**src/rtl/ieee_fpu_accum_if.sv**
```systemverilog
// ieee_fpu_accum_if: operand/result bundle for the FP window accumulator.
//   in_valid, in_data  - product handshake from the upstream multiplier
//   in_ready           - accumulator can take an operand this cycle
//   out_valid          - one-cycle pulse, out_data/out_ovf carry the window sum
//   out_data, out_ovf  - window sum and overflow flag, held until the next pulse
//   busy               - accumulator not idle or holding a partial window
// master: producer/observer side; slave: accumulator side.
interface ieee_fpu_accum_if;
    logic        in_valid;
    logic [31:0] in_data;
    logic        in_ready;
    logic        out_valid;
    logic [31:0] out_data;
    logic        out_ovf;
    logic        busy;

    modport master (
        output in_valid, in_data,
        input  in_ready, out_valid, out_data, out_ovf, busy
    );

    modport slave (
        input  in_valid, in_data,
        output in_ready, out_valid, out_data, out_ovf, busy
    );
endinterface

```
**src/rtl/ieee_fpu_accum.sv**
```systemverilog
// ieee_fpu_accum: IEEE-754 single-precision accumulator summing TERMS products per window.
// Each operand goes IDLE -> ALIGN -> ADD -> NORM (4 cycles), truncating throughout.
// Ports:
//   clk    - rising-edge clock
//   rst    - synchronous active-high reset, discards any partial window
//   bus_io - operand handshake, window result and busy flag (slave side)
module ieee_fpu_accum #(
    parameter int unsigned TERMS = 9,
    parameter int unsigned CNT_W = 4
) (
    input  logic            clk,
    input  logic            rst,
    ieee_fpu_accum_if.slave bus_io
);

    localparam logic [31:0]      QNan    = 32'h7FC0_0000;
    localparam logic [CNT_W:0]   LastCnt = (CNT_W + 1)'(TERMS);

    typedef enum logic [1:0] {StIdle, StAlign, StAdd, StNorm} state_e;

    state_e           state_q, state_d;
    logic [31:0]      op_q, op_d;
    logic [31:0]      acc_q, acc_d;
    logic [CNT_W-1:0] count_q, count_d;
    logic             ovf_q, ovf_d;
    logic             out_valid_q, out_valid_d;
    logic [31:0]      out_data_q, out_data_d;
    logic             out_ovf_q, out_ovf_d;
    // Stage registers between ALIGN, ADD and NORM
    logic [7:0]       exp_q, exp_d;
    logic             sign_q, sign_d;
    logic             sub_q, sub_d;
    logic [23:0]      big_q, big_d;
    logic [23:0]      small_q, small_d;
    logic [24:0]      sum_q, sum_d;
    logic             spec_q, spec_d;
    logic [31:0]      spec_val_q, spec_val_d;

    // Alignment datapath, driven from acc_q/op_q
    logic [7:0]  a_exp, o_exp, big_exp, small_exp, exp_diff;
    logic [23:0] a_man, o_man, big_man, small_man, small_shift;
    logic        a_nan, a_inf, o_nan, o_inf, op_big;
    logic        al_spec;
    logic [31:0] al_spec_val;

    always_comb begin
        a_exp = acc_q[30:23];
        o_exp = op_q[30:23];
        // Exponent 0 is flushed to zero, so no hidden bit there
        a_man = (a_exp == 8'd0) ? 24'd0 : {1'b1, acc_q[22:0]};
        o_man = (o_exp == 8'd0) ? 24'd0 : {1'b1, op_q[22:0]};
        a_nan = (a_exp == 8'hFF) && (acc_q[22:0] != 23'd0);
        a_inf = (a_exp == 8'hFF) && (acc_q[22:0] == 23'd0);
        o_nan = (o_exp == 8'hFF) && (op_q[22:0] != 23'd0);
        o_inf = (o_exp == 8'hFF) && (op_q[22:0] == 23'd0);

        op_big    = {o_exp, o_man} > {a_exp, a_man};
        big_exp   = op_big ? o_exp : a_exp;
        small_exp = op_big ? a_exp : o_exp;
        big_man   = op_big ? o_man : a_man;
        small_man = op_big ? a_man : o_man;
        exp_diff  = big_exp - small_exp;
        small_shift = (exp_diff >= 8'd25) ? 24'd0 : (small_man >> exp_diff);

        al_spec     = 1'b1;
        al_spec_val = QNan;
        if (o_nan || a_nan || (o_inf && a_inf && (acc_q[31] != op_q[31]))) begin
            al_spec_val = QNan;
        end else if (o_inf) begin
            al_spec_val = op_q;
        end else if (a_inf) begin
            al_spec_val = acc_q;
        end else begin
            al_spec = 1'b0;
        end
    end

    // Normalisation datapath, driven from sum_q/exp_q
    logic [4:0]        lz;
    logic [23:0]       norm_man;
    logic signed [9:0] norm_exp;
    logic [31:0]       norm_res;
    logic              norm_ovf;

    always_comb begin
        lz = 5'd0;
        for (int i = 0; i < 24; i++) begin
            if (sum_q[i]) begin
                lz = 5'(23 - i);
            end
        end
        if (sum_q[24]) begin
            norm_man = sum_q[24:1];
            norm_exp = $signed({2'b00, exp_q}) + 10'sd1;
        end else begin
            norm_man = sum_q[23:0] << lz;
            norm_exp = $signed({2'b00, exp_q}) - $signed({5'd0, lz});
        end
        norm_ovf = 1'b0;
        // After normalising, bit 23 is clear only for an all-zero sum
        if (!norm_man[23]) begin
            norm_res = 32'd0;
        end else if (norm_exp >= 10'sd255) begin
            norm_res = {sign_q, 8'hFF, 23'd0};
            norm_ovf = 1'b1;
        end else if (norm_exp <= 10'sd0) begin
            norm_res = 32'd0;
        end else begin
            norm_res = {sign_q, norm_exp[7:0], norm_man[22:0]};
        end
    end

    logic [CNT_W:0] cnt_inc;
    logic [31:0]    result;
    logic           ovf_now;

    always_comb begin
        state_d     = state_q;
        op_d        = op_q;
        acc_d       = acc_q;
        count_d     = count_q;
        ovf_d       = ovf_q;
        out_valid_d = 1'b0;
        out_data_d  = out_data_q;
        out_ovf_d   = out_ovf_q;
        exp_d       = exp_q;
        sign_d      = sign_q;
        sub_d       = sub_q;
        big_d       = big_q;
        small_d     = small_q;
        sum_d       = sum_q;
        spec_d      = spec_q;
        spec_val_d  = spec_val_q;
        cnt_inc     = {1'b0, count_q} + 1'b1;
        result      = spec_q ? spec_val_q : norm_res;
        ovf_now     = !spec_q && norm_ovf;

        unique case (state_q)
            StIdle: begin
                if (bus_io.in_valid) begin
                    op_d    = bus_io.in_data;
                    state_d = StAlign;
                end
            end
            StAlign: begin
                exp_d      = big_exp;
                sign_d     = op_big ? op_q[31] : acc_q[31];
                sub_d      = op_q[31] != acc_q[31];
                big_d      = big_man;
                small_d    = small_shift;
                spec_d     = al_spec;
                spec_val_d = al_spec_val;
                state_d    = StAdd;
            end
            StAdd: begin
                sum_d   = sub_q ? ({1'b0, big_q} - {1'b0, small_q})
                                : ({1'b0, big_q} + {1'b0, small_q});
                state_d = StNorm;
            end
            StNorm: begin
                state_d = StIdle;
                if (cnt_inc == LastCnt) begin
                    out_valid_d = 1'b1;
                    out_data_d  = result;
                    out_ovf_d   = ovf_q | ovf_now;
                    acc_d       = 32'd0;
                    count_d     = '0;
                    ovf_d       = 1'b0;
                end else begin
                    acc_d   = result;
                    count_d = cnt_inc[CNT_W-1:0];
                    ovf_d   = ovf_q | ovf_now;
                end
            end
            default: state_d = StIdle;
        endcase
    end

    always_ff @(posedge clk) begin
        if (rst) begin
            state_q     <= StIdle;
            op_q        <= 32'd0;
            acc_q       <= 32'd0;
            count_q     <= '0;
            ovf_q       <= 1'b0;
            out_valid_q <= 1'b0;
            out_data_q  <= 32'd0;
            out_ovf_q   <= 1'b0;
            exp_q       <= 8'd0;
            sign_q      <= 1'b0;
            sub_q       <= 1'b0;
            big_q       <= 24'd0;
            small_q     <= 24'd0;
            sum_q       <= 25'd0;
            spec_q      <= 1'b0;
            spec_val_q  <= 32'd0;
        end else begin
            state_q     <= state_d;
            op_q        <= op_d;
            acc_q       <= acc_d;
            count_q     <= count_d;
            ovf_q       <= ovf_d;
            out_valid_q <= out_valid_d;
            out_data_q  <= out_data_d;
            out_ovf_q   <= out_ovf_d;
            exp_q       <= exp_d;
            sign_q      <= sign_d;
            sub_q       <= sub_d;
            big_q       <= big_d;
            small_q     <= small_d;
            sum_q       <= sum_d;
            spec_q      <= spec_d;
            spec_val_q  <= spec_val_d;
        end
    end

    assign bus_io.in_ready  = (state_q == StIdle);
    assign bus_io.out_valid = out_valid_q;
    assign bus_io.out_data  = out_data_q;
    assign bus_io.out_ovf   = out_ovf_q;
    assign bus_io.busy      = (state_q != StIdle) || (count_q != '0);

endmodule
```
**src/flat_wrapper.sv**
```systemverilog
// flat-port wrapper written by rule: the top's interface ports become plain ports
module ieee_fpu_accum_flat 
#(
    parameter int unsigned TERMS = 9,
    parameter int unsigned CNT_W = 4
)
  (clk, rst, bus_io_in_valid, bus_io_in_data, bus_io_in_ready, bus_io_out_valid, bus_io_out_data, bus_io_out_ovf, bus_io_busy);
  ieee_fpu_accum_if bus_io_i ();
  input  logic clk;
  input  logic rst;
  input wire logic [$bits(bus_io_i.in_valid)-1:0] bus_io_in_valid;
  input wire logic [$bits(bus_io_i.in_data)-1:0] bus_io_in_data;
  output wire logic [$bits(bus_io_i.in_ready)-1:0] bus_io_in_ready;
  output wire logic [$bits(bus_io_i.out_valid)-1:0] bus_io_out_valid;
  output wire logic [$bits(bus_io_i.out_data)-1:0] bus_io_out_data;
  output wire logic [$bits(bus_io_i.out_ovf)-1:0] bus_io_out_ovf;
  output wire logic [$bits(bus_io_i.busy)-1:0] bus_io_busy;
  assign bus_io_i.in_valid = bus_io_in_valid;
  assign bus_io_i.in_data = bus_io_in_data;
  assign bus_io_in_ready = bus_io_i.in_ready;
  assign bus_io_out_valid = bus_io_i.out_valid;
  assign bus_io_out_data = bus_io_i.out_data;
  assign bus_io_out_ovf = bus_io_i.out_ovf;
  assign bus_io_busy = bus_io_i.busy;
  ieee_fpu_accum #(.TERMS(TERMS), .CNT_W(CNT_W)) u_core (.clk(clk), .rst(rst), .bus_io(bus_io_i));
endmodule
```
**config.mk**
```make
export PLATFORM = sky130hd
export DESIGN_NAME = ieee_fpu_accum_flat
export DESIGN_NICKNAME = d
export VERILOG_FILES = /design/src/rtl/ieee_fpu_accum_if.sv /design/src/rtl/ieee_fpu_accum.sv /design/src/flat_wrapper.sv
export SDC_FILE = /design/constraint.sdc
export NUM_CORES = 1
export LEC_CHECK = 0
export CORE_ASPECT_RATIO = 0.6
export CORE_MARGIN = 4
export CORE_UTILIZATION = 44
export CTS_CLUSTER_SIZE = 25
export DETAILED_ROUTE_END_ITERATION = 10
export GPL_TIMING_DRIVEN = 0
export PLACE_DENSITY = 0.68
export SLEW_MARGIN = 0
export SYNTH_ARGS = -nofsm -noshare
export SYNTH_HDL_FRONTEND = slang
export SYNTH_SLANG_ARGS = --single-unit
```
**constraint.sdc**
```tcl
create_clock -name clk -period 8.8 [get_ports clk]
set_clock_uncertainty 0.15 [all_clocks]
set_input_delay 1.76 -clock clk [delete_from_list [all_inputs] [get_ports clk]]
set_output_delay 1.76 -clock clk [all_outputs]
set_load 0.02 [all_outputs]
```
==> flow_summary_export.csv <==
group,metric,value,unit
synthesis,syn_area,14520,um2
drt,via_per_inst,6.275,
drt,routed_wl,57880,um
placed_design,place_congestion,1.007,
critical_path,cp-end-kind,"flip-flop",
synthesis,avgSynthCellArea,7.737,um2
timing,fin_crit,8.192,ns
cells_and_area,stdcell_area,16560,um2
placed_design,place_hpwl,46490,um
placed_design,io_buffers,69,
synthesis,yosys.area.top_type,"dfxtp_1",
grt,grt-ovfl-total,0,
grt,use_met1,0.5004,
cells_and_area,final_nets,2078,
floorplan,dieWidth,242.5,um
timing,slew_headroom,0.1118,
drt,dr.pass1.iters,6,
cells_and_area,synthToLayoutAreaGrowth,14.00,%
synthesis,async_flop_share,0,
timing,finalMaxSlewViolations,0,
hold_path,hold_path_end,"u_core.spec_val_q[12]$_SDFFE_PP0N_",
synthesis,synth_top_area_frac,0.3046,
clocking,cts.root.buffer_cell,"clkbuf_16",
cells_and_area,nFillCells,3190,
critical_path,arrival,8.45,ns
timing,hold_viol,0,
timing,setup-violations-final,0,
clocking,htreeDepth,1,
floorplan,core_area,32480,um2
critical_path,crit_path_start_kind,"flip-flop",
grt,grt_start_max_net_pins,16,
drt,remaining_drc_errors,0,
grt,busiest_layer,"met1",
timing,worstMarginPinSlew,1.320,ns
drt,via_count,15130,
critical_path,timing.critical_path.mode_cell,"buf_2",
clocking,clkLatencyLatePin,0.56,ns
cells_and_area,seqCellArea,4424,um2
timing,rsz0062_at_grt,"false",
grt,antenna_found_initial,0,
grt,grt_pass1_vias,13896,
clocking,numCtsBuffers,23,
critical_path,crit-reg2reg-launch,"u_core.op_q[23]$_SDFFE_PP0P_",
drt,routedWlPerCell,24.01,um
floorplan,initial_utilization,0.4471,
critical_path,crit_slowest_cell,"or4_1",
synthesis,syn_inst,1877,
critical_path,crit_type,"flip-flop to flip-flop",
clocking,postCtsHoldBufs,0,
synthesis,ys_seq_elements,221,
synthesis,synth_flop_cell,"dfxtp_1",
synthesis,synthTopCellsByCount,"nand2_1, nor2_1, dfxtp_1, a21oi_1, o21ai_0",
critical_path,reg2reg_depth,28,
clocking,clkSinkCount,221,
floorplan,die_area,36070,um2
cells_and_area,multi_input_area,9439,um2
critical_path,slowest_delay,0.50,ns
floorplan,dieHeight,148.7,um
grt,grt_use_met3,0.08216,
hold_path,hold_class,"flip-flop to flip-flop",
synthesis,synthDistinctLibCells,79,
grt,grt_usage,0.3109,
timing,tns,0,ns
placed_design,pre_cts_ws,-0.1091,ns
clocking,cts_setup_buffers,0,
status,status,"finished, final reports clean",
clocking,cts_tree,"built",
grt,grt_pass1_wl,86510,um
hold_path,min_path_cells,1,
clocking,clockBufferDepth,3,
timing,period_share,0.9309,
cells_and_area,final_cells,2411,
critical_path,crit_required,9.06,ns
critical_path,r2r-end,"u_core.small_q[16]$_SDFFE_PP0N_",
synthesis,synth_edf_count,0,
placed_design,placed_cells,2370,
critical_path,ff2ff_setup_slack,0.61,ns
critical_path,critical-path-top-delay-family,"buffers and inverters",
drt,drtIter0Drc,2266,
synthesis,yosys_warnings,0,
synthesis,syn-num-nets,1985,
timing,fmax,122.1,MHz
synthesis,yosysMostFrequentCell,"nand2_1",
drt,antenna_left,0,
run,drv_cap,0,
grt,grtUsageMet2,0.4149,
synthesis,yosysSeqAreaShare,0.3046,
cells_and_area,drive_gt1_frac,0.05385,
clocking,clk_pin_slew,0.07,ns
critical_path,critPathBufInv,11,
floorplan,io_pins,71,
hold_path,worstHoldStart,"u_core.spec_val_q[12]$_SDFFE_PP0N_",
placed_design,place_area,15740,um2
floorplan,rows,51,
cells_and_area,n_antenna_cell,0,
critical_path,critical_path.max_fanout,19,
synthesis,ys_top_cells_by_area,"dfxtp_1, ha_1, nand2_1, nor2_1, mux2i_1",
timing,finalWorstSetupSlack,0.6085,ns
==> metal layers <==
layer | wire, um | up-vias
met5 | 0 | -
met4 | 847 | 0
met3 | 7283 | 66
met2 | 21680 | 792
met1 | 28070 | 7301
li1 | - | 6971
==> layout make-up <==
type                       instances  share of cell area
inverter                          67             0.01519
multi-input combinational       1478              0.5701
sequential                       221              0.2672
timing repair buffer              69             0.04172
clock buffer                      31             0.03960
buffer                           110             0.02577
clock inverter                    11            0.008313
tap                              424             0.03204
==> through the flow <==
stage / utilization / hold WS, ns
final: 0.5097 / 0.3109
after global routing: 0.5097 / 0.3343
after CTS: 0.5092 / 0.3129
after detailed placement: 0.4847 / 0.2958
after global placement: 0.4847 / 0.2918
after floorplan: - / 0.2786
==> worst max path at each step <==
stage                     cells past startpoint                    startpoint                              end  slack, ns
final                                        28  u_core.op_q[23]$_SDFFE_PP0P_  u_core.small_q[16]$_SDFFE_PP0N_       0.61
after global routing                         28  u_core.op_q[23]$_SDFFE_PP0P_  u_core.small_q[16]$_SDFFE_PP0N_       0.16
after CTS                                    29  u_core.op_q[23]$_SDFFE_PP0P_  u_core.small_q[16]$_SDFFE_PP0N_       0.05
after detailed placement                     29  u_core.op_q[23]$_SDFFE_PP0P_  u_core.small_q[16]$_SDFFE_PP0N_      -0.11
after global placement                       29  u_core.op_q[23]$_SDFFE_PP0P_   u_core.small_q[8]$_SDFFE_PP0N_      -0.15
after floorplan                              29  u_core.op_q[23]$_SDFFE_PP0P_   u_core.small_q[0]$_SDFFE_PP0N_       2.20
==> kinds of logic (layout without fill, tap and decap cells) <==
| family | count (synthesis) | in the layout | synth area share |
|---|---|---|---|
| simple gates | 707 | 707 | 0.2225 |
| compound gates | 525 | 525 | 0.2277 |
| flops | 221 | 221 | 0.3046 |
| buf+inv | 178 | 288 | 0.04670 |
| mux | 119 | 119 | 0.1019 |
| fa+ha+maj | 73 | 73 | 0.06393 |
| xor+xnor | 54 | 54 | 0.03257 |
==> what timing repair did <==
action,4_1_cts,5_1_grt
setup endpoints to repair,8,24
cloned,0,0
gates resized for setup,1,6
==> registers in the layout (all words and copies together), names as in the netlist <==
name	cells
u_core.acc_q	32
u_core.bus_io.out_data	32
u_core.sub_q	1
u_core.spec_q	1
u_core.sign_q	1
u_core.spec_val_q	32
u_core.sum_q	25
u_core.exp_q	8
u_core.count_q	4
u_core.op_q	32
u_core.bus_io.out_valid	1
u_core.small_q	24
u_core.big_q	24
u_core.bus_io.out_ovf	1
u_core.state_q	2
u_core.ovf_q	1
==> cells in the final DEF (no fill, tap or decap), types with 12 or more instances in the layout <==
cell type	instances
and3_1	16
clkbuf_1	94
clkdlybuf4s50_1	69
inv_1	59
nand2_1	236
mux4_2	22
nor4_1	27
nor3_1	36
a211oi_1	64
o22ai_1	16
nand3_1	31
nand4_1	16
a22oi_1	21
dfxtp_1	221
xnor2_1	42
nor2b_1	12
a21oi_1	160
ha_1	71
mux2i_1	86
o21ai_0	130
nand2b_1	13
a31oi_1	18
and2_1	46
clkbuf_16	23
nor2_1	233
Power is left out: the tool's default activity adds up to more than one toggle a clock period on the data nets, which glitch-free logic cannot reach.
